## config.mk

```make
export PLATFORM = sky130hd
export DESIGN_NAME = perceptron_layer_seq
export DESIGN_NICKNAME = d
export VERILOG_FILES = /design/src/rtl/perceptron_layer_seq.sv
export SDC_FILE = /design/constraint.sdc
export NUM_CORES = 1
export LEC_CHECK = 0
export CELL_PAD_IN_SITES_DETAIL_PLACEMENT = 1
export CELL_PAD_IN_SITES_GLOBAL_PLACEMENT = 2
export CORE_AREA = 2 2 197 199
export DETAILED_ROUTE_END_ITERATION = 7
export DIE_AREA = 0 0 199 201
export PLACE_DENSITY = 0.95
export SLEW_MARGIN = 20
export SYNTH_ARGS = -nofsm -noshare
export SYNTH_HDL_FRONTEND = slang
export SYNTH_SLANG_ARGS = --single-unit
export TNS_END_PERCENT = 5
```

## constraint.sdc

```tcl
create_clock -name clk -period 14.29 [get_ports clk]
set_input_delay 1.429 -clock clk [delete_from_list [all_inputs] [get_ports clk]]
set_output_delay 1.429 -clock clk [all_outputs]
set_load 0.05 [all_outputs]
```

## src/rtl/perceptron_layer_seq.sv

```systemverilog
// perceptron_layer_seq
// Time-multiplexed perceptron layer: N_NEU neurons over N_IN signed inputs share a
// single multiply-accumulate unit. Parameters and inputs arrive as a byte-serial
// valid/ready stream; a start pulse runs a sequenced evaluation and results are read
// back through an output selector.
//
// Build option: define PERCEPTRON_RELU_EN for a saturating ReLU relative to the
// threshold; otherwise a step activation (output 0 or 1) is used.
//
// Ports:
//   clk             rising-edge clock
//   rstn            asynchronous active-low reset
//   mode            00 idle, 01 load params, 10 load inputs, 11 run
//   in_valid        data_in valid
//   in_ready        byte accepted when in_valid && in_ready
//   data_in         parameter/input byte
//   start           begin evaluation (mode 11, not busy)
//   busy            evaluation in progress
//   done            one-cycle pulse at end of evaluation
//   out_sel         neuron result select
//   network_outputs y[out_sel], or 0 when out_sel >= N_NEU
module perceptron_layer_seq #(
  parameter int unsigned N_IN  = 4,
  parameter int unsigned N_NEU = 4,
  parameter int unsigned DW    = 8,
  localparam int unsigned ACC_W = 2 * DW + $clog2(N_IN + 1) + 1,
  localparam int unsigned SW    = (N_NEU > 1) ? $clog2(N_NEU) : 1
) (
  input  logic          clk,
  input  logic          rstn,
  input  logic [1:0]    mode,
  input  logic          in_valid,
  output logic          in_ready,
  input  logic [DW-1:0] data_in,
  input  logic          start,
  output logic          busy,
  output logic          done,
  input  logic [SW-1:0] out_sel,
  output logic [DW-1:0] network_outputs
);

  localparam int unsigned NP = N_NEU * (N_IN + 2);
  localparam int unsigned PW = (NP > 1) ? $clog2(NP) : 1;
  localparam int unsigned XW = (N_IN > 1) ? $clog2(N_IN) : 1;
  localparam int unsigned NW = SW;

  localparam logic [PW-1:0] P_LAST = PW'(NP - 1);
  localparam logic [XW-1:0] X_LAST = XW'(N_IN - 1);
  localparam logic [NW-1:0] N_LAST = NW'(N_NEU - 1);

  localparam logic [1:0] ST_IDLE = 2'd0;
  localparam logic [1:0] ST_MAC  = 2'd1;
  localparam logic [1:0] ST_ACT  = 2'd2;
  localparam logic [1:0] ST_DONE = 2'd3;

  localparam logic [1:0] MODE_PAR = 2'b01;
  localparam logic [1:0] MODE_X   = 2'b10;
  localparam logic [1:0] MODE_RUN = 2'b11;

  logic [1:0]              r_mode;
  logic [1:0]              r_state;
  logic [PW-1:0]           r_pptr;
  logic [XW-1:0]           r_xptr;
  logic [NW-1:0]           r_n;
  logic [XW-1:0]           r_i;
  logic signed [ACC_W-1:0] r_acc;
  // Per neuron: N_IN weights, then bias, then threshold (matches the load order).
  logic [DW-1:0]           r_par [NP];
  logic [DW-1:0]           r_x   [N_IN];
  logic [DW-1:0]           r_y   [N_NEU];

  logic                    w_busy;
  logic                    w_accept;
  logic                    w_last;
  logic [PW-1:0]           w_widx;
  logic [PW-1:0]           w_bidx;
  logic [PW-1:0]           w_tidx;
  logic signed [DW-1:0]    w_wgt;
  logic signed [DW-1:0]    w_xin;
  logic signed [2*DW-1:0]  w_mul;
  logic signed [ACC_W-1:0] w_prod;
  logic signed [ACC_W-1:0] w_bias;
  logic signed [ACC_W-1:0] w_th;
  logic [DW-1:0]           w_y;
  logic [DW-1:0]           w_out;

  function automatic logic signed [ACC_W-1:0] sext(input logic [DW-1:0] v);
    sext = {{(ACC_W - DW){v[DW-1]}}, v};
  endfunction

  assign w_busy   = (r_state != ST_IDLE);
  assign busy     = w_busy;
  assign done     = (r_state == ST_DONE);
  // Ready follows the registered mode, so it is low out of reset whatever mode reads.
  assign in_ready = !w_busy && ((r_mode == MODE_PAR) || (r_mode == MODE_X));
  assign w_accept = in_valid && in_ready;

  assign w_last = (r_i == X_LAST);
  assign w_widx = PW'(32'(r_n) * (N_IN + 2) + 32'(r_i));
  assign w_bidx = PW'(32'(r_n) * (N_IN + 2) + N_IN);
  assign w_tidx = PW'(32'(r_n) * (N_IN + 2) + N_IN + 1);

  assign w_wgt  = r_par[w_widx];
  assign w_xin  = r_x[r_i];
  assign w_mul  = w_wgt * w_xin;
  assign w_prod = {{(ACC_W - 2 * DW){w_mul[2*DW-1]}}, w_mul};
  // Bias folds into the last MAC step so ACT sees the complete sum.
  assign w_bias = w_last ? sext(r_par[w_bidx]) : '0;
  assign w_th   = sext(r_par[w_tidx]);

`ifdef PERCEPTRON_RELU_EN
  localparam logic signed [ACC_W-1:0] Y_MAX = ACC_W'((1 << (DW - 1)) - 1);
  logic signed [ACC_W-1:0] w_diff;

  always_comb begin
    w_diff = r_acc - w_th;
    if (w_diff < 0) begin
      w_y = '0;
    end else if (w_diff > Y_MAX) begin
      w_y = Y_MAX[DW-1:0];
    end else begin
      w_y = w_diff[DW-1:0];
    end
  end
`else
  always_comb begin
    w_y    = '0;
    w_y[0] = (r_acc > w_th);
  end
`endif

  always_comb begin
    w_out = '0;
    for (int k = 0; k < N_NEU; k++) begin
      if (32'(out_sel) == 32'(k)) w_out = r_y[k];
    end
  end
  assign network_outputs = w_out;

  always_ff @(posedge clk or negedge rstn) begin
    if (!rstn) begin
      r_mode  <= 2'b00;
      r_state <= ST_IDLE;
      r_pptr  <= '0;
      r_xptr  <= '0;
      r_n     <= '0;
      r_i     <= '0;
      r_acc   <= '0;
      r_par   <= '{default: '0};
      r_x     <= '{default: '0};
      r_y     <= '{default: '0};
    end else begin
      // Loading and mode tracking freeze while an evaluation runs.
      if (!w_busy) begin
        if (w_accept && (r_mode == MODE_PAR)) begin
          r_par[r_pptr] <= data_in;
          r_pptr        <= (r_pptr == P_LAST) ? '0 : r_pptr + PW'(1);
        end
        if (w_accept && (r_mode == MODE_X)) begin
          r_x[r_xptr] <= data_in;
          r_xptr      <= (r_xptr == X_LAST) ? '0 : r_xptr + XW'(1);
        end
        // Placed after the writes so a mode change always restarts both pointers.
        if (mode != r_mode) begin
          r_mode <= mode;
          r_pptr <= '0;
          r_xptr <= '0;
        end
      end

      case (r_state)
        ST_IDLE: begin
          if (start && (mode == MODE_RUN)) begin
            r_state <= ST_MAC;
            r_acc   <= '0;
            r_n     <= '0;
            r_i     <= '0;
          end
        end
        ST_MAC: begin
          r_acc <= r_acc + w_prod + w_bias;
          if (w_last) begin
            r_state <= ST_ACT;
          end else begin
            r_i <= r_i + XW'(1);
          end
        end
        ST_ACT: begin
          r_y[r_n] <= w_y;
          r_acc    <= '0;
          r_i      <= '0;
          if (r_n == N_LAST) begin
            r_state <= ST_DONE;
          end else begin
            r_n     <= r_n + NW'(1);
            r_state <= ST_MAC;
          end
        end
        ST_DONE: r_state <= ST_IDLE;
        default: r_state <= ST_IDLE;
      endcase
    end
  end

endmodule
```

==> flow_summary.yaml <==
critical_path:
  rrSetupSlack_ns: 6.02
  cp_max_fo: 24
  critical_path_class: "reg2reg"
  critPathRequiredTime_ns: 14.77
  cp-start-kind: "flop"
  arrival_ns: 8.75
  end_kind: "flop"
logic_synthesis:
  ys_ff_latch: 263
  synth_area_sq_mm: 0.0184
  synth-edff-count: 0
  yosys_warnings: 0
  syn-instance-count: 1482
  ys_async_sr_fraction_pct: 100
  synth.distinct_cells: 56
  yosysSeqAreaShare_pct: 35.8
  syn_area_per_cell_sq_um: 12.4
  synth-main-ff-cell: "dfrtp_1"
sta:
  hold_violations: 0
  final.min_clock_period_ns: 8.27
  max_freq_ghz: 0.121
  slew_headroom_pct: 26.2
  worstMarginPinSlew_ns: 1.10
  period_share_pct: 57.9
  finalSetupViolCount: 0
  fin_setup_tns_ns: 0
  finClkSkew_ns: 0.0296
  finalWorstSetupSlack_ns: 6.02
  final_max_slew_viol_count: 0
  rsz0062_at_grt: "no"
global_routing:
  grt_pass1_wl_mm: 81.0
  grt_pass1_vias: 13603
  grt_overflow: 0
  grt_max_degree: 158
  antenna_found_initial: 0
  grt_use_total_pct: 26.8
outcome:
  outcome: "complete, no violations"
route:
  routed.top_layer: "met4"
  via_per_inst: 6.00
  first_iter_violations: 860
  ant_nets: 0
  drc: 0
  drt_pass1_iterations: 7
  num_vias: 12084
  routed-wl-met2_mm: 26.2
  drt-total-wl_mm: 51.6
  wl_met3_mm: 2.61
  met1_length_mm: 20.9
  routedWlPerCell_um: 25.7
clock_tree:
  path_clk_slew_ns: 0.07
  postCtsHoldBufs: 0
  worstSkewPairLatency_ns: 0.61
  root_buffer: "clkbuf_16"
  post_cts_resize_count: 0
  cts_tree: "built"
  numCtsBuffers: 31
  clockBufferDepth: 3
  post_cts_buffers: 0
  h-tree-depth: 1
  numClockSinks: 263
cells_and_area:
  regArea_sq_mm: 0.00659
  fillCellCount: 3876
  syn_to_final_growth_pct: 9.01
  diodes: 0
  final_layout_size_suffix_gt1_share_pct: 28.9
  multi_input_comb_area_sq_mm: 0.0108
  fin_nets: 1681
floorplanning:
  core-area_sq_mm: 0.0381
  top_level_ports: 27
  die_w_um: 199
  dieArea_sq_mm: 0.0400
  start_util_pct: 48.2
  die_y_um: 201
  placementRows: 72
place:
  gp_congestion: 0.948
  hpwl_mm: 36.7
  port_buffers: 19
  post-place-ws_ns: 6.15
pwr:
  p_leak_uw: 0.00952
  p_per_area_mw_per_mm2: 200
  combPwrFrac_pct: 55.0
  p_int_uw: 2240
  ir_drop_mv: 0.129
  p_seq_share_pct: 23.3
  p_switching_uw: 1780
  swShare_pct: 44.3
  pwr-share-clk_pct: 21.8
hold_path:
  hp-class: "reg2reg"
run:
  drv_cap: 0
[cells in the final DEF (no fill, tap or decap), types with 7 or more instances in the layout]
| cell | count |
|---|---|
| dfrtp_1 | 261 |
| mux2_2 | 226 |
| inv_1 | 174 |
| nand2_1 | 119 |
| mux4_2 | 111 |
| fa_1 | 105 |
| ha_1 | 88 |
| a21oi_1 | 45 |
| o21ai_0 | 36 |
| nor2_1 | 33 |
| clkbuf_16 | 31 |
| nor2b_1 | 28 |
| nand2b_1 | 15 |
| and2_1 | 15 |
| xnor2_1 | 15 |
| mux2i_1 | 11 |
| clkdlybuf4s50_1 | 11 |
| xor2_1 | 10 |
| o21a_1 | 9 |
| a21o_1 | 9 |
| a22o_1 | 8 |
| conb_1 | 7 |
| clkbuf_8 | 7 |
| clkinv_2 | 7 |
| buf_2 | 7 |
[state kept, by name, indices dropped and copies added, names as in the netlist, 4 cells and up]
signal,flops
r_x,32
r_y,4
r_acc,20
r_pptr,5
r_par,192
[cell usage after synthesis, types with 6 or more instances]
cell type    n  area share [%]
a21oi_1     46             1.3
nor2b_1     29            0.99
buf_6        6            0.37
mux2i_1     11            0.60
nor2_1      33            0.67
xor2_1      10            0.48
buf_2       16            0.44
dfrtp_1    263              36
xnor2_1     15            0.71
nand2b_1    15            0.51
a21o_1       9            0.37
a22o_1       8            0.38
buf_1       11            0.22
inv_1      174             3.6
nand2_1    119             2.4
mux4_2     111              14
buf_4        9            0.37
o21ai_0     36            0.98
or2_2        6            0.20
mux2_2     226              14
ha_1        90             6.1
nand4_1      6            0.20
o21a_1       9            0.37
fa_1       105              11
and2_1      15            0.51
clkbuf_1    35            0.71
[per-stage QoR]
step | instance area [sq um] | hold slack, ns | util, % | total power (uW) | cells
floorplan | 18400 | 0.443 | - | 2570 | 1488
detailed placement | 18900 | 0.477 | 49.7 | 3140 | 1955
finish | 20000 | 0.485 | 52.6 | 4020 | 2013
CTS | 20100 | 0.488 | 52.7 | 4050 | 2013
global route | 20000 | 0.521 | 52.6 | 4340 | 2013
global placement | 18900 | 0.464 | 49.7 | 3040 | 1955
[metal layers]
metal  global-route usage, %  up-vias
met5                       0        -
met3                    3.80      120
met4                    9.20        0
met1                    34.9     6476
met2                    46.0      353
li1                        -     5135
[power by group through the flow]
| stage | Clock (uW) | Sequential (uW) | Combinational, uW |
|---|---|---|---|
| 2_1_floorplan | 0 | 870 | 1700 |
| 3_3_place_gp | 0 | 942 | 2100 |
| 3_5_place_dp | 0 | 948 | 2200 |
| 4_1_cts | 886 | 936 | 2230 |
| 5_1_grt | 916 | 947 | 2470 |
| 6_report | 874 | 935 | 2210 |
[cell families (layout without fill, tap and decap cells)]
family	count (synthesis)	count (layout)	synth area share (%)
mux	348	348	28.0
flops	263	263	35.8
buf+inv	252	259	5.68
simple gates	247	247	6.36
fa+ha+maj	195	195	17.6
compound gates	150	150	5.25
xor+xnor	26	26	1.28
other cells	1	7	0.0204
[final timing paths]
kind / startpoint / endpoint / cells past startpoint
setup / recovery: r_n[0] / r_acc[16] / 21
hold / removal: r_y[0] / r_y[0] / 2
setup reg to reg: r_n[0] / r_acc[16] / 21
hold reg to reg: r_y[0] / r_y[0] / 2
max in group asynchronous: rstn / r_i[0] / 2
min in group asynchronous: rstn / r_par[184] / 1
[worst max-delay path: stages, from the launching register on]
cell	delay, ns
dfrtp_4	0.70
inv_1	0.15
ha_2	0.32
ha_1	0.97
mux4_2	0.41
a21oi_2	0.14
nor2b_2	0.80
fa_1	0.60
fa_1	0.56
fa_1	0.45
fa_1	0.55
inv_1	0.06
fa_1	0.53
inv_1	0.04
ha_1	0.34
a21oi_1	0.27
nor2b_1	0.08
o21a_1	0.17
o21ai_1	0.24
a31oi_1	0.15
or3_1	0.33
a32o_1	0.26
[final cells by class]
| cell class | instances | share of cell area, % |
|---|---|---|
| multi-input combinational | 973 | 53.8 |
| sequential | 263 | 32.9 |
| clock buffer | 39 | 4.37 |
| inverter | 175 | 3.28 |
| tap | 518 | 3.23 |
| clock inverter | 19 | 1.26 |
| timing repair buffer | 26 | 1.12 |
No activity file was read; power rests on OpenSTA's default activity.
